$ cat src/rtl/spi_master_cfg_pkg.sv
// Shared types and constants for the configurable SPI master.
package spi_pkg;

  typedef enum logic [2:0] {
    IDLE,
    SETUP,
    PH_A,
    PH_B,
    HOLD
  } state_e;

  // SPI modes encoded as {cpol, cpha}
  localparam logic [1:0] SPI_MODE0 = 2'b00;
  localparam logic [1:0] SPI_MODE1 = 2'b01;
  localparam logic [1:0] SPI_MODE2 = 2'b10;
  localparam logic [1:0] SPI_MODE3 = 2'b11;

  function automatic int cs_width(input int n);
    return (n > 1) ? $clog2(n) : 1;
  endfunction

endpackage

$ cat src/rtl/spi_master_cfg_if.sv
// Sequencer-side start/ready/done handshake of the SPI master.
interface spi_master_cfg_if #(
  parameter int DATA_W = 8,
  parameter int CS_W   = 2
);
  logic              start;
  logic [DATA_W-1:0] tx_data;
  logic              cpol;
  logic              cpha;
  logic [CS_W-1:0]   cs_sel;
  logic [DATA_W-1:0] rx_data;
  logic              done;
  logic              ready;

  modport master (
    output start, tx_data, cpol, cpha, cs_sel,
    input  rx_data, done, ready
  );

  modport slave (
    input  start, tx_data, cpol, cpha, cs_sel,
    output rx_data, done, ready
  );
endinterface

$ cat src/rtl/spi_master_cfg_clk_gen.sv
// Half-period timer: pulses tick_o for one cycle every CLK_DIV cycles while enabled.
module spi_clk_gen #(
  parameter int CLK_DIV = 50
) (
  input  logic clk,
  input  logic rst,
  input  logic en_i,
  output logic tick_o
);
  localparam int CNT_W = (CLK_DIV > 1) ? $clog2(CLK_DIV) : 1;
  localparam logic [CNT_W-1:0] CNT_LAST = CNT_W'(CLK_DIV - 1);

  logic [CNT_W-1:0] cnt_q;

  // Held at zero while disabled so every phase starts a full half-period.
  always_ff @(posedge clk) begin
    if (rst || !en_i) begin
      cnt_q <= '0;
    end else if (cnt_q == CNT_LAST) begin
      cnt_q <= '0;
    end else begin
      cnt_q <= cnt_q + 1'b1;
    end
  end

  assign tick_o = en_i && (cnt_q == CNT_LAST);

endmodule

$ cat src/rtl/spi_master_cfg.sv
// SPI master with runtime CPOL/CPHA, selectable chip select and CS setup/hold spacing.
module spi_master_cfg
  import spi_pkg::*;
#(
  parameter int DATA_W  = 8,
  parameter int CLK_DIV = 50,
  parameter int NUM_CS  = 4
) (
  input  logic              clk,
  input  logic              rst,
  spi_master_cfg_if.slave   bus,
  output logic              SCLK,
  output logic              MOSI,
  input  logic              MISO,
  output logic [NUM_CS-1:0] CS_n
);
  localparam int CS_W  = cs_width(NUM_CS);
  localparam int BIT_W = $clog2(DATA_W) + 1;
  localparam logic [BIT_W-1:0] LAST_BIT = BIT_W'(DATA_W - 1);

  state_e            state_q;
  logic              cpol_q;
  logic              cpha_q;
  logic [DATA_W-2:0] tx_q;
  logic [DATA_W-1:0] rx_q;
  logic [BIT_W-1:0]  bit_q;
  logic              sclk_q;
  logic              mosi_q;
  logic [NUM_CS-1:0] cs_n_q;
  logic              done_q;
  logic [DATA_W-1:0] rx_data_q;
  logic [NUM_CS-1:0] cs_dec;
  logic              tick;

  // Out-of-range selects leave every line deasserted.
  for (genvar gi = 0; gi < NUM_CS; gi++) begin : g_cs
    assign cs_dec[gi] = (bus.cs_sel != CS_W'(gi));
  end

  spi_clk_gen #(.CLK_DIV(CLK_DIV)) u_clk_gen (
    .clk    (clk),
    .rst    (rst),
    .en_i   (state_q != IDLE),
    .tick_o (tick)
  );

  always_ff @(posedge clk) begin
    if (rst) begin
      state_q   <= IDLE;
      cpol_q    <= 1'b0;
      cpha_q    <= 1'b0;
      tx_q      <= '0;
      rx_q      <= '0;
      bit_q     <= '0;
      sclk_q    <= 1'b0;
      mosi_q    <= 1'b0;
      cs_n_q    <= '1;
      done_q    <= 1'b0;
      rx_data_q <= '0;
    end else begin
      done_q <= 1'b0;
      case (state_q)
        IDLE: begin
          sclk_q <= bus.cpol;
          mosi_q <= 1'b0;
          cs_n_q <= '1;
          if (bus.start) begin
            cpol_q  <= bus.cpol;
            cpha_q  <= bus.cpha;
            tx_q    <= bus.tx_data[DATA_W-2:0];
            mosi_q  <= bus.tx_data[DATA_W-1];
            rx_q    <= '0;
            bit_q   <= '0;
            cs_n_q  <= cs_dec;
            state_q <= SETUP;
          end
        end
        SETUP: begin
          if (tick) state_q <= PH_A;
        end
        PH_A: begin
          if (tick) begin
            state_q <= PH_B;
            sclk_q  <= ~cpol_q;
            if (!cpha_q) begin
              rx_q <= {rx_q[DATA_W-2:0], MISO};
            end else if (bit_q != '0) begin
              // Bit 0 was already driven during SETUP.
              mosi_q <= tx_q[DATA_W-2];
              tx_q   <= tx_q << 1;
            end
          end
        end
        PH_B: begin
          if (tick) begin
            sclk_q <= cpol_q;
            bit_q  <= bit_q + 1'b1;
            if (cpha_q) rx_q <= {rx_q[DATA_W-2:0], MISO};
            if (bit_q == LAST_BIT) begin
              state_q <= HOLD;
            end else begin
              state_q <= PH_A;
              if (!cpha_q) begin
                mosi_q <= tx_q[DATA_W-2];
                tx_q   <= tx_q << 1;
              end
            end
          end
        end
        HOLD: begin
          if (tick) begin
            state_q   <= IDLE;
            done_q    <= 1'b1;
            rx_data_q <= rx_q;
            cs_n_q    <= '1;
            mosi_q    <= 1'b0;
            sclk_q    <= cpol_q;
          end
        end
        default: state_q <= IDLE;
      endcase
    end
  end

  assign SCLK        = sclk_q;
  assign MOSI        = mosi_q;
  assign CS_n        = cs_n_q;
  assign bus.done    = done_q;
  assign bus.rx_data = rx_data_q;
  assign bus.ready   = (state_q == IDLE);

endmodule
$ cat src/flat_wrapper.sv
// flat-port wrapper written by rule: the top's interface ports become plain ports
module spi_master_cfg_flat import spi_pkg::*;
#(
  parameter int DATA_W  = 8,
  parameter int CLK_DIV = 50,
  parameter int NUM_CS  = 4
)
  (clk, rst, SCLK, MOSI, MISO, CS_n, bus_start, bus_tx_data, bus_cpol, bus_cpha, bus_cs_sel, bus_rx_data, bus_done, bus_ready);
  spi_master_cfg_if #(.DATA_W(DATA_W)) bus_i ();
  input  logic clk;
  input  logic rst;
  output logic SCLK;
  output logic MOSI;
  input  logic MISO;
  output logic [NUM_CS-1:0] CS_n;
  input wire logic [$bits(bus_i.start)-1:0] bus_start;
  input wire logic [$bits(bus_i.tx_data)-1:0] bus_tx_data;
  input wire logic [$bits(bus_i.cpol)-1:0] bus_cpol;
  input wire logic [$bits(bus_i.cpha)-1:0] bus_cpha;
  input wire logic [$bits(bus_i.cs_sel)-1:0] bus_cs_sel;
  output wire logic [$bits(bus_i.rx_data)-1:0] bus_rx_data;
  output wire logic [$bits(bus_i.done)-1:0] bus_done;
  output wire logic [$bits(bus_i.ready)-1:0] bus_ready;
  assign bus_i.start = bus_start;
  assign bus_i.tx_data = bus_tx_data;
  assign bus_i.cpol = bus_cpol;
  assign bus_i.cpha = bus_cpha;
  assign bus_i.cs_sel = bus_cs_sel;
  assign bus_rx_data = bus_i.rx_data;
  assign bus_done = bus_i.done;
  assign bus_ready = bus_i.ready;
  spi_master_cfg #(.DATA_W(DATA_W), .CLK_DIV(CLK_DIV), .NUM_CS(NUM_CS)) u_core (.clk(clk), .rst(rst), .bus(bus_i), .SCLK(SCLK), .MOSI(MOSI), .MISO(MISO), .CS_n(CS_n));
endmodule
$ cat config.mk
export PLATFORM = sky130hd
export DESIGN_NAME = spi_master_cfg_flat
export DESIGN_NICKNAME = d
export VERILOG_FILES = /design/src/rtl/spi_master_cfg_pkg.sv /design/src/rtl/spi_master_cfg_if.sv /design/src/rtl/spi_master_cfg_clk_gen.sv /design/src/rtl/spi_master_cfg.sv /design/src/flat_wrapper.sv
export SDC_FILE = /design/constraint.sdc
export NUM_CORES = 1
export LEC_CHECK = 0
export BUFFER_PORTS_ARGS = -buffer_cell sky130_fd_sc_hd__buf_4
export CAP_MARGIN = 40
export CORE_MARGIN = 2
export CORE_UTILIZATION = 40
export CTS_BUF_LIST = sky130_fd_sc_hd__clkbuf_8
export DETAILED_ROUTE_END_ITERATION = 6
export PLACE_DENSITY_LB_ADDON = 0.2
export REMOVE_ABC_BUFFERS = 1
export SETUP_SLACK_MARGIN = 0.05
export SLEW_MARGIN = 20
export SYNTH_ARGS = -nofsm -noshare
export SYNTH_HDL_FRONTEND = slang
export SYNTH_SLANG_ARGS = --single-unit
$ cat constraint.sdc
create_clock -name clk -period 4 [get_ports clk]
set_clock_uncertainty 0.2 [all_clocks]
set_input_delay 0.4 -clock clk [delete_from_list [all_inputs] [get_ports clk]]
set_output_delay 0.4 -clock clk [all_outputs]
set_load 0.005 [all_outputs]
==> results.sh <==
export IMPL_avgViaCountPerCell=5.10
export IMPL_register_area_um2=901
export IMPL_ctsRootBufferMaster="clkbuf_8"
export IMPL_cp_required_ns=3.98
export IMPL_finalSetupViolCount=0
export IMPL_fin_cells=332
export IMPL_finalMaxSlewViolations=0
export IMPL_max_cap_violations=0
export IMPL_clock_sinks=45
export IMPL_path_clk_slew_ns=0.08
export IMPL_clock_latency_ns=0.30
export IMPL_hold_buffers=0
export IMPL_cts_buffers=5
export IMPL_avgSynthCellArea_um2=8.26
export IMPL_min_from="MISO"
export IMPL_synth_most_common_cell="dfxtp_1"
export IMPL_worst_setup_path_end_kind="flop"
export IMPL_core_um2=4790
export IMPL_remaining_drc_errors=0
export IMPL_synth_edff_count=0
export IMPL_slew_headroom_pct=44.4
export IMPL_irDropWorstVdd_uv=215
export IMPL_path_class="reg -> reg"
export IMPL_min_period_over_period_pct=58.0
export IMPL_yosys_top_cells_area="dfxtp_1, nand2_1, a21oi_1, mux2i_1, nand3_1"
export IMPL_fin_util_pct=49.4
export IMPL_hold_class="in -> reg"
export IMPL_rr_startpoint="u_core.u_clk_gen.cnt_q[0]"
export IMPL_hold_violations=0
export IMPL_cts_resized=0
export IMPL_yosysUniqueCellTypes=35
export IMPL_powerDensity_nw_per_um2=375
export IMPL_drt_iter0_drc=75
export IMPL_ys_seq_area_share_pct=45.1
export IMPL_drive_gt1_share_pct=15.1
export IMPL_postCtsSetupRepairBufs=0
export IMPL_yosysTopAreaCellShare_pct=45.1
export IMPL_synth_cells=242
export IMPL_place_inst=324
export IMPL_n_antenna_cell=0
export IMPL_detail_route_wirelength_um=4110
export IMPL_whs_path_depth=3
export IMPL_max_freq_mhz=431
export IMPL_initial_core_util_pct=41.8
export IMPL_crit_fanout=9
export IMPL_ios=32
export IMPL_die_area_um2=5580
export IMPL_r2r_cells=6
export IMPL_hold_path_endpoint="u_core.rx_q[0]"
export IMPL_first_global_vias=1548
export IMPL_fillCellCount=486
export IMPL_cp_data_arrival_time_ns=2.30
export IMPL_final_setup_worst_slack_ns=1.68
export IMPL_fin_crit_ns=2.32
export IMPL_synth_ff_type="dfxtp_1"
export IMPL_die_height_um=74.7
export IMPL_cp_start_kind="flop"
export IMPL_die_w_um=74.7
export IMPL_grt_pass1_wl_um=6940
export IMPL_max_slew_worst_pin_slew_ns=0.828
export IMPL_yosys_warnings=0
export IMPL_syn_to_final_growth_pct=18.2
export IMPL_syn_area_um2=2000
export IMPL_r2r_setup_slack_ns=1.68
export IMPL_globalplace_congestion=0.747
export IMPL_fin_nets=284
export IMPL_tns_ns=0
export IMPL_vias=1692
export IMPL_place_ws_ns=1.67
export IMPL_grt_total_usage_pct=16.1
export IMPL_cts_tree="yes"
export IMPL_synth_seq_cells=45
export IMPL_status="finished clean"
export IMPL_yosys_top_cells_count="dfxtp_1, nand2_1, nor2_1"
export IMPL_r2r_end="u_core.bus.rx_data[5]"
export IMPL_grt_max_degree=41
export IMPL_ant_nets=0
export IMPL_firstDrtPassIters=4
export IMPL_p_leak_uw=0.000979
export IMPL_antenna_found_initial=0
export IMPL_io_buffers=31
export IMPL_clockBufferDepth=2
export IMPL_wl_per_cell_um=12.4
export IMPL_hpwlAfterDp_um=2760
export IMPL_rsz0062_at_grt="no"
export IMPL_synth_top_area_cell="dfxtp_1"
export IMPL_h_tree_depth=2
export IMPL_placementRows=25
export IMPL_multi_input_area_um2=1010
export IMPL_overflow=0
export IMPL_async_flop_share_pct=0
layout by cell type, fill, tap and decap left out, types with 6 or more instances in the layout:
cell      count
clkbuf_8      6
a21oi_1      21
nand4_1       6
nand3_1      20
nor2_1       25
a21o_1        6
nand2_1      39
buf_4        31
dfxtp_1      45
nor3_1       10
mux2i_1      10
final cells by class:
class | count | area share [%]
clock buffer | 6 | 3.49
clock inverter | 2 | 1.59
timing repair buffer | 31 | 9.85
inverter | 4 | 0.635
multi-input combinational | 177 | 42.8
tap | 67 | 3.55
sequential | 45 | 38.1
worst max-delay path by stage:
stage	start	to	slack, ns	depth (start not counted)
floorplan	u_core.state_q[0]	u_core.tx_q[0]	2.06	5
global placement	u_core.u_clk_gen.cnt_q[0]	u_core.bus.rx_data[1]	1.67	6
detailed placement	u_core.u_clk_gen.cnt_q[0]	u_core.bus.rx_data[7]	1.67	6
CTS	u_core.u_clk_gen.cnt_q[0]	u_core.bus.rx_data[2]	1.67	6
global route	u_core.u_clk_gen.cnt_q[0]	u_core.bus.rx_data[5]	1.49	6
finish	u_core.u_clk_gen.cnt_q[0]	u_core.bus.rx_data[5]	1.68	6
kinds of logic after synthesis:
logic type      after synthesis  share of synthesized area [%]
simple gates                116                           27.0
flops                        45                           45.1
mux                          10                           5.01
fa+ha+maj                     4                           2.50
buf+inv                      20                           4.38
compound gates               40                           13.0
xor+xnor                      7                           3.07
registers in the layout (all words and copies together), names as in the netlist:
name,flops
u_core.bus.done,1
u_core.bus.rx_data,8
u_core.cpol_q,1
u_core.state_q,3
u_core.bit_q,4
u_core.tx_q,7
u_core.SCLK,1
u_core.u_clk_gen.cnt_q,6
u_core.cpha_q,1
u_core.rx_q,8
u_core.CS_n,4
u_core.MOSI,1
worst max-delay path: stages (launching register included):
cell and delay [ns]:
dfxtp_1 0.38, ha_1 0.16, and3b_1 0.27, and2_1 0.36
nand3_1 0.48, mux2i_1 0.29, nor2_1 0.06
where the power goes:
part           leakage, uW  total (uW)  internal, uW  switching (uW)
registers         0.000365         465           457            8.10
clock network    0.0000574         360           203             156
logic             0.000557        61.5          29.1            32.4
total             0.000979         886           689             197
per-stage QoR:
step | power (uW) | instance area [um^2] | hold slack [ns]
floorplan | 506 | 1930 | 0.226
global placement | 538 | 2240 | 0.240
detailed placement | 538 | 2240 | 0.247
CTS | 897 | 2360 | 0.136
global route | 919 | 2360 | 0.153
finish | 886 | 2360 | 0.150
per-layer routing:
metal	share of wire, %	GRT usage, %	vias up	wire (um)
li1	-	-	874	-
met1	49	21.6	776	2030
met2	44	24.9	35	1810
met3	5.1	4.15	7	208
met4	1.6	6.55	0	65
met5	0	0	-	0
Note: power is estimated with default switching activity, not from simulation.
